--- src/rtl/multdiv_seq.sv ---
// multdiv_seq: iterative signed multiply/divide sequencer for the execute stage.
// Latches operands on a mult/div start pulse, runs WIDTH shift-add or
// restoring-divide iterations on a shared accumulator, then emits one
// writeback beat with result, destination and exception status.
// Optional feature macro: MULTDIV_EXC_EN (exception/exc_code reporting).
// Ports:
//   i_clock, i_reset        rising-edge clock, async active-high reset
//   i_ctrl_mult, i_ctrl_div one-cycle start pulses (mult has priority)
//   i_data_a, i_data_b      operands (two's complement)
//   i_rd_in                 destination register of the issuing op
//   o_stall                 pipeline freeze (combinational)
//   o_result_ready          one-cycle writeback beat
//   o_result, o_result_rd   result and destination, held until next beat
//   o_exception, o_exc_code exception flag and rstatus code
module multdiv_seq #(
  parameter int unsigned WIDTH = 32
) (
  input  logic             i_clock,
  input  logic             i_reset,
  input  logic             i_ctrl_mult,
  input  logic             i_ctrl_div,
  input  logic [WIDTH-1:0] i_data_a,
  input  logic [WIDTH-1:0] i_data_b,
  input  logic [4:0]       i_rd_in,
  output logic             o_stall,
  output logic             o_result_ready,
  output logic [WIDTH-1:0] o_result,
  output logic [4:0]       o_result_rd,
  output logic             o_exception,
  output logic [WIDTH-1:0] o_exc_code
);

  localparam int unsigned CW = $clog2(WIDTH);
  localparam int unsigned AW = 2 * WIDTH;

  typedef enum logic [1:0] {S_IDLE, S_RUN, S_DONE} state_t;

  state_t           r_state;
  state_t           w_state_nxt;
  logic [CW-1:0]    r_cnt;
  logic [AW-1:0]    r_acc;
  logic [WIDTH-1:0] r_mag_a;
  logic [WIDTH-1:0] r_mag_b;
  logic             r_neg;
  logic             r_is_div;
  logic [4:0]       r_rd;
  logic             r_result_ready;
  logic [WIDTH-1:0] r_result;
  logic [4:0]       r_result_rd;

  logic             w_start;
  logic             w_div_zero;
  logic             w_last;
  logic             w_load;
  logic             w_finish;
  logic             w_zero_fin;
  logic [WIDTH-1:0] w_abs_a;
  logic [WIDTH-1:0] w_abs_b;
  logic [WIDTH:0]   w_mult_sum;
  logic [WIDTH:0]   w_rem_sh;
  logic [WIDTH:0]   w_rem_diff;
  logic             w_rem_ok;
  logic [AW-1:0]    w_acc_nxt;
  logic [WIDTH-1:0] w_res_mag;
  logic [WIDTH-1:0] w_result;

  assign w_start    = i_ctrl_mult | i_ctrl_div;
  assign w_div_zero = ~i_ctrl_mult & i_ctrl_div & (i_data_b == '0);
  assign w_last     = (r_cnt == CW'(WIDTH - 1));
  assign w_abs_a    = i_data_a[WIDTH-1] ? -i_data_a : i_data_a;
  assign w_abs_b    = i_data_b[WIDTH-1] ? -i_data_b : i_data_b;

  // Multiply step: add multiplicand into the high half when the LSB is set, shift right.
  assign w_mult_sum = {1'b0, r_acc[AW-1:WIDTH]} + (r_acc[0] ? {1'b0, r_mag_a} : '0);
  // Divide step: shift remainder/dividend left, trial-subtract the divisor.
  // Remainder stays below the divisor, so bit WIDTH of the difference is the borrow.
  assign w_rem_sh   = {r_acc[AW-1:WIDTH], r_acc[WIDTH-1]};
  assign w_rem_diff = w_rem_sh - {1'b0, r_mag_b};
  assign w_rem_ok   = ~w_rem_diff[WIDTH];

  assign w_acc_nxt = r_is_div
    ? {(w_rem_ok ? w_rem_diff[WIDTH-1:0] : w_rem_sh[WIDTH-1:0]), r_acc[WIDTH-2:0], w_rem_ok}
    : {w_mult_sum, r_acc[WIDTH-1:1]};

  // Low word holds the product low half or the quotient once the last step lands.
  assign w_res_mag = w_acc_nxt[WIDTH-1:0];

  // State register
  always_ff @(posedge i_clock or posedge i_reset) begin
    if (i_reset) r_state <= S_IDLE;
    else         r_state <= w_state_nxt;
  end

  // Next-state logic
  always_comb begin
    w_state_nxt = r_state;
    case (r_state)
      S_IDLE:  if (w_start) w_state_nxt = w_div_zero ? S_DONE : S_RUN;
      S_RUN:   if (w_last) w_state_nxt = S_DONE;
      S_DONE:  w_state_nxt = S_IDLE;
      default: w_state_nxt = S_IDLE;
    endcase
  end

  // Output/control decode; stall is gated by reset so it drops immediately.
  always_comb begin
    o_stall    = 1'b0;
    w_load     = 1'b0;
    w_finish   = 1'b0;
    w_zero_fin = 1'b0;
    case (r_state)
      S_IDLE: begin
        o_stall    = w_start;
        w_load     = w_start & ~w_div_zero;
        w_zero_fin = w_start & w_div_zero;
      end
      S_RUN: begin
        o_stall  = 1'b1;
        w_finish = w_last;
      end
      default: ;
    endcase
    if (i_reset) o_stall = 1'b0;
  end

  // Operand latch and iteration datapath
  always_ff @(posedge i_clock or posedge i_reset) begin
    if (i_reset) begin
      r_cnt    <= '0;
      r_acc    <= '0;
      r_mag_a  <= '0;
      r_mag_b  <= '0;
      r_neg    <= 1'b0;
      r_is_div <= 1'b0;
      r_rd     <= '0;
    end else if (w_load) begin
      r_cnt    <= '0;
      r_mag_a  <= w_abs_a;
      r_mag_b  <= w_abs_b;
      r_neg    <= i_data_a[WIDTH-1] ^ i_data_b[WIDTH-1];
      r_is_div <= ~i_ctrl_mult;
      r_rd     <= i_rd_in;
      r_acc    <= i_ctrl_mult ? {{WIDTH{1'b0}}, w_abs_b} : {{WIDTH{1'b0}}, w_abs_a};
    end else if (r_state == S_RUN) begin
      r_cnt <= r_cnt + CW'(1);
      r_acc <= w_acc_nxt;
    end
  end

  // Writeback beat registers
  always_ff @(posedge i_clock or posedge i_reset) begin
    if (i_reset) begin
      r_result_ready <= 1'b0;
      r_result       <= '0;
      r_result_rd    <= '0;
    end else begin
      r_result_ready <= w_finish | w_zero_fin;
      if (w_finish) begin
        r_result    <= w_result;
        r_result_rd <= r_rd;
      end else if (w_zero_fin) begin
        r_result    <= '0;
        r_result_rd <= i_rd_in;
      end
    end
  end

  assign o_result_ready = r_result_ready;
  assign o_result       = r_result;
  assign o_result_rd    = r_result_rd;

`ifdef MULTDIV_EXC_EN
  logic [AW-1:0]    w_wide;
  logic [AW-1:0]    w_wide_s;
  logic             w_ovf;
  logic             r_exception;
  logic [WIDTH-1:0] r_exc_code;

  // Signed full-width result; overflow when the high word is not the sign extension of the low.
  assign w_wide   = {(r_is_div ? {WIDTH{1'b0}} : w_acc_nxt[AW-1:WIDTH]), w_res_mag};
  assign w_wide_s = r_neg ? -w_wide : w_wide;
  assign w_ovf    = (w_wide_s[AW-1:WIDTH] != {WIDTH{w_wide_s[WIDTH-1]}});
  assign w_result = w_wide_s[WIDTH-1:0];

  // Exception status registers
  always_ff @(posedge i_clock or posedge i_reset) begin
    if (i_reset) begin
      r_exception <= 1'b0;
      r_exc_code  <= '0;
    end else if (w_finish) begin
      r_exception <= w_ovf;
      r_exc_code  <= w_ovf ? (r_is_div ? WIDTH'(5) : WIDTH'(4)) : '0;
    end else if (w_zero_fin) begin
      r_exception <= 1'b1;
      r_exc_code  <= WIDTH'(5);
    end
  end

  assign o_exception = r_exception;
  assign o_exc_code  = r_exc_code;
`else
  assign w_result    = r_neg ? -w_res_mag : w_res_mag;
  assign o_exception = 1'b0;
  assign o_exc_code  = '0;
`endif

endmodule

--- config.mk ---
export PLATFORM = sky130hd
export DESIGN_NAME = multdiv_seq
export DESIGN_NICKNAME = d
export VERILOG_FILES = /design/src/rtl/multdiv_seq.sv
export SDC_FILE = /design/constraint.sdc
export NUM_CORES = 1
export LEC_CHECK = 0
export ABC_CLOCK_PERIOD_IN_PS = 11600
export CAP_MARGIN = 40
export CORE_MARGIN = 2
export CORE_UTILIZATION = 25
export DETAILED_ROUTE_END_ITERATION = 8
export PLACE_DENSITY_LB_ADDON = 0.12
export SLEW_MARGIN = 10
export SYNTH_ARGS = -nofsm -noshare
export SYNTH_HDL_FRONTEND = slang
export SYNTH_SLANG_ARGS = --single-unit
export TNS_END_PERCENT = 50
--- constraint.sdc ---
create_clock -name i_clock -period 11.6 [get_ports i_clock]
set_input_delay 2.32 -clock i_clock [delete_from_list [all_inputs] [get_ports i_clock]]
set_output_delay 2.32 -clock i_clock [all_outputs]
set_load 0.03 [all_outputs]
## After elaboration in Yosys (flattened, before gate mapping)

Index checks and enable logic that the tools add are counted.
W data, S select, Z words.

- Word-level logic and storage cells: 60
- Bits in writable memories: 0
- Output and inout bits: 72
- Latch bits: 0
- Memories kept: 0
- ROM bits: 0
- Bits in registers: 180

- Multipliers: 0
- Add/subtract/negate cells: 6
- Bitwise operators: 10
- Multiplexer cells: 24
- Magnitude comparators: 0
- Reductions and logical operators: 5
- Div/mod/pow operators: 0
- Equality and inequality tests: 4
- Shift operators: 0

Operators by type and width:

| kind | count |
|---|---|
| $mux W32 | 8 |
| $mux W64 | 3 |
| $neg A32 Y32 | 3 |
| $add A32 B32 Y33 | 1 |
| $sub A33 B32 Y33 | 1 |
| $logic_not A32 Y1 | 1 |
| $mux W5 | 4 |
| $mux W2 | 3 |
| $add A5 B1 Y5 const B | 1 |
| $eq A5 B5 Y1 const B | 1 |
| $and A1 B1 Y1 | 4 |
| $mux W1 | 4 |
| $ne A2 B2 Y1 const B | 2 |
| $pmux W2 S2 | 1 |
| $reduce_bool A2 Y1 | 2 |
| $not A1 Y1 | 3 |
| $eq A2 B1 Y1 const B | 1 |
| $logic_not A2 Y1 | 1 |
| $or A1 B1 Y1 | 2 |
| $pmux W1 S2 | 1 |
| $reduce_and A2 Y1 | 1 |
| $xor A1 B1 Y1 | 1 |

## Longest topological paths before layout

- Depth after elaboration: 7
- Gate-level depth with buffers: 21

## Least setup slack after synthesis

No wires, ideal clock.

- Path type: input to output
- Start point: in i_ctrl_mult
- End point: out o_stall
- Data arrival time: 3.950 ns
- Setup slack: 5.330 ns
- Stages on the path: 5
- Cells stage by stage: clkbuf_1 clkbuf_1 clkbuf_1 nor3_1 nor3_1

- Cells in the longest elaborated chain, start to end: 3

RTL lines:

| element | RTL line | source |
|---|---|---|
| from (decl) | 20 | `input logic i_ctrl_mult,` |
| $or A1 B1 Y1 | 67 | `assign w_start = i_ctrl_mult \| i_ctrl_div;` |
| $pmux W1 S2 | 111 | `case (r_state)` |
| $mux W1 | 123 | `if (i_reset) o_stall = 1'b0;` |
| to (decl) | 25 | `output logic o_stall,` |

Every way passes these cells.

## Final worst setup path

- Start point: reg r_acc[31]
- End point: reg r_result[24], in the netlist o_result[24]

- Cells in the longest elaborated chain, start to end: 6

RTL lines:

| element | RTL line | source |
|---|---|---|
| from (decl) | 41 | `logic [AW-1:0] r_acc;` |
| from (signal assigned) | 143 | `r_acc <= i_ctrl_mult ? {{WIDTH{1'b0}}, w_abs_b} : {{WIDTH{1'b0}}, w_abs_a};` |
| from (signal assigned) | 146 | `r_acc <= w_acc_nxt;` |
| $sub A33 B32 Y33 | 78 | `assign w_rem_diff = w_rem_sh - {1'b0, r_mag_b};` |
| $not A1 Y1 | 79 | `assign w_rem_ok = ~w_rem_diff[WIDTH];` |
| $mux W64 | 82 | `? {(w_rem_ok ? w_rem_diff[WIDTH-1:0] : w_rem_sh[WIDTH-1:0]), r_acc[WIDTH-2:0], w_rem_ok}` |
| $neg A32 Y32 | 202 | `assign w_result = r_neg ? -w_res_mag : w_res_mag;` |
| $mux W32 | 202 |  |
| $mux W32 | 158 | `if (w_finish) begin` |
| to (signal assigned) | 159 | `r_result <= w_result;` |
| to (decl) | 48 | `logic [WIDTH-1:0] r_result;` |

Every way passes these cells.
A chain may end at the register's enable or synchronous reset.

==> impl_metrics.toml <==
[sta]
tightest_slew_ps = 821
fin_crit_sh_pct = 55.2
setup_viol = 0
fmax_mhz = 156
clock-skew-final_ps = 9.67
post-route-min-period_ps = 6400
relSlewSlack_pct = 44.9
report.final.slew_viol_count = 0
grt_setup_unrepaired = "false"
hold_violations = 0
finalSetupTns_ps = 0

[critical_path]
start_kind = "flop"
crit_required_ps = 11920
worstPathCellList = "inv_1 > ha_1 > inv_1 > fa_1 > a211o_1 > a2111o_1 > a22oi_1 > a21bo_2 > a21oi_1 > a221oi_2 > mux2i_1 > buf_4 > nor2_1 > ha_1 > o211ai_1 > or4_1 > or4_1 > o21a_1 > a21oi_1 > xnor2_1 > o21ai_0"
cpMaxStageDelayCell = "or4_1"
reg2reg_from = "r_acc[31]"
rrSetupSlack_ps = 5200
crit_arrival_ps = 6730
worstSetupPathType = "reg2reg"
cp_top_family = "compound AO/OA/AOI/OAI gates"
timing.rr.end = "o_result[24]"
r2r_cells = 21
crit_fanout = 17
worst_path_largest_cell_delay_ps = 610
path_buf_inv = 3
worstSetupEndpointType = "flop"

[floorplan]
rows = 86
die_h_um = 239
core_area_um2 = 54800
die_w_um = 239
initial_core_util_pct = 25.1
io_pins = 145
dieArea_um2 = 57000

[cts]
clock_path_buffers = 2
clkLatencyLatePin_ps = 470
cts_setup_buffers = 0
cts-htree-levels = 4
clk_pin_slew_worst_paths_ps = 80
ctsResizeCount = 0
numCtsBuffers = 17
clock-sinks = 180
cts_tree = "built"
cts_root_buf = "clkbuf_16"
cts-hold-fix-buffers = 0

[grt]
grt_max_degree = 108
grt_use_total_pct = 16.6
grt.overflow.total = 0
antenna_found_initial = 0
grt_pass1_wl_mm = 72.2
grt_pass1_vias = 11800

[power]
power_density_nw_per_um2 = 322
pwr-share-comb_pct = 65.0
swShare_pct = 49.2
p_leak_uw = 0.00697
power.switching_uw = 2550
total_power_uw = 5190
internal_power_uw = 2640
clockPowerShare_pct = 11.8
pwr-share-seq_pct = 23.2
ir_drop_mv = 0.133

[routing]
wl_per_cell_um = 19.3
ant_nets = 0
wl_mm = 46.6
via_per_inst = 5.00
drt_iter0_markers = 791
vias = 12100
drc_errors = 0
drtPass1Iterations = 6

[finish]
drive_gt1_share_pct = 5.73
final_cell_mix = "nand2_1, dfrtp_1, o21ai_0, clkdlybuf4s50_1, a21oi_1"
fin_nets = 1840
fin_cells = 2413
n_antenna_cell = 0
layout_commonest_cell = "nand2_1"
area_delta_synth_final_pct = 17.0
stdcell_area_um2 = 16100

[place]
portBuffers = 111
dp_hpwl_mm = 35.7
dpl.cell_count = 2381
gp_congestion = 0.859
place_area_um2 = 15500

[synthesis]
yosysSeqAreaShare_pct = 32.7
ys_ff_latch = 180
syn_inst = 1625
synth_top_family_by_area = "compound AO/OA/AOI/OAI gates"
synth_cell_type_count = 82
ys_warn_count = 0
synth-xor-area-share_pct = 8.89
synth_simple_gate_area_share_pct = 16.9
yosys.area_share.adder_pct = 6.56
synth_edf_count = 0
synth-compound-area-share_pct = 22.4
synth_area_um2 = 13800
synthMuxAreaShare_pct = 6.38
syn_area_per_cell_um2 = 8.48
async_reset_ff_share_pct = 100
synthFlopType = "dfrtp_1"

[min_path]
worstHoldStart = "r_mag_a[16]"
hold_depth = 2
holdPathEnd = "r_mag_a[16]"
hold_class = "reg2reg"

[flow_run]
max_cap_viol_count = 0

[status]
status = "finished, final reports clean"
[kinds of logic after synthesis]
family / Yosys count
AOI/OAI and AO/OA: 493
xor gates and xnor gates: 139
adders and majority gates: 71
buffers and inverters: 174
DFF: 180
muxes: 86
other: 1
and+or+nand+nor: 481
[synthesized netlist by cell type (14+ instances only)]
master / instances / area, um2
nand2_1: 217 / 815
dfrtp_1: 180 / 4500
o21ai_0: 156 / 781
a21oi_1: 84 / 420
mux2i_1: 72 / 721
xor2_1: 70 / 613
ha_1: 69 / 863
xnor2_1: 68 / 596
nor2_1: 62 / 233
inv_1: 59 / 221
clkbuf_1: 52 / 195
o21ai_1: 47 / 235
buf_4: 43 / 323
and2_1: 35 / 219
a21o_1: 29 / 218
nand2b_1: 28 / 175
nand3_1: 25 / 125
nor3_1: 25 / 125
a22oi_1: 23 / 173
o31ai_1: 21 / 158
o211ai_1: 16 / 120
o41ai_1: 16 / 140
or4_1: 15 / 113
mux2_2: 14 / 158
nand4_1: 14 / 87.6
o22ai_1: 14 / 87.6
[through the flow]
step / hold slack, ps / setup slack [ps] / util [%]
finish: 478 / 5200 / 29.4
detailed placement: 463 / 4780 / 28.4
global route: 498 / 4810 / 29.4
global placement: 458 / 4480 / 28.2
CTS: 481 / 5150 / 29.4
floorplan: 442 / 4390 / -
[flip-flops by register name, summed over array words and instances, names as in the netlist]
register,flops
r_neg,1
o_result_rd,5
r_mag_a,32
o_result,32
o_result_ready,1
r_mag_b,32
r_cnt,5
r_state,2
r_acc,64
r_is_div,1
r_rd,5
[tightest hold or removal path, cell delays in order, from the launching register on]
cell	delay, ps
dfrtp_1	340
nand2_1	40
o21ai_0	60
[power by group through the flow]
| stage | Sequential (uW) | Clock, uW | Combinational (uW) |
|---|---|---|---|
| final | 1200 | 611 | 3370 |
| after global routing | 1250 | 653 | 3780 |
| after CTS | 1210 | 630 | 3410 |
| after detailed placement | 1220 | 0 | 3390 |
| after global placement | 1220 | 0 | 3370 |
| after floorplan | 1210 | 0 | 2450 |
[worst max path at each step]
stage / from / endpoint / slack [ps] / cells past startpoint
final: r_acc[31] / o_result[24] / 5200 / 21
after CTS: r_acc[31] / o_result[24] / 5150 / 21
after global placement: i_data_b[12] / r_acc[31] / 4480 / 11
after floorplan: i_reset / o_result[0] / 4390 / 1
after global routing: r_acc[31] / o_result[24] / 4810 / 21
after detailed placement: i_data_b[12] / r_acc[31] / 4780 / 11
[cell type report]
class                           instances  area [um2]
Clock buffer                           17         425
Fill cell                            5800       38600
Clock inverter                         15         166
Timing Repair Buffer                  135        1340
Tap cell                              704         881
Multi-Input combinational cell       1303        8570
Sequential cell                       180        4510
Inverter                               59         229
[metal layers]
layer | GRT usage, % | wire (um) | vias up
met5 | 0 | 0 | -
met4 | 2.90 | 514 | 0
met3 | 2.84 | 1620 | 32
met2 | 26.4 | 21400 | 216
met1 | 23.6 | 23000 | 5910
li1 | - | - | 5909
Note: power is estimated with default switching activity, not from simulation.
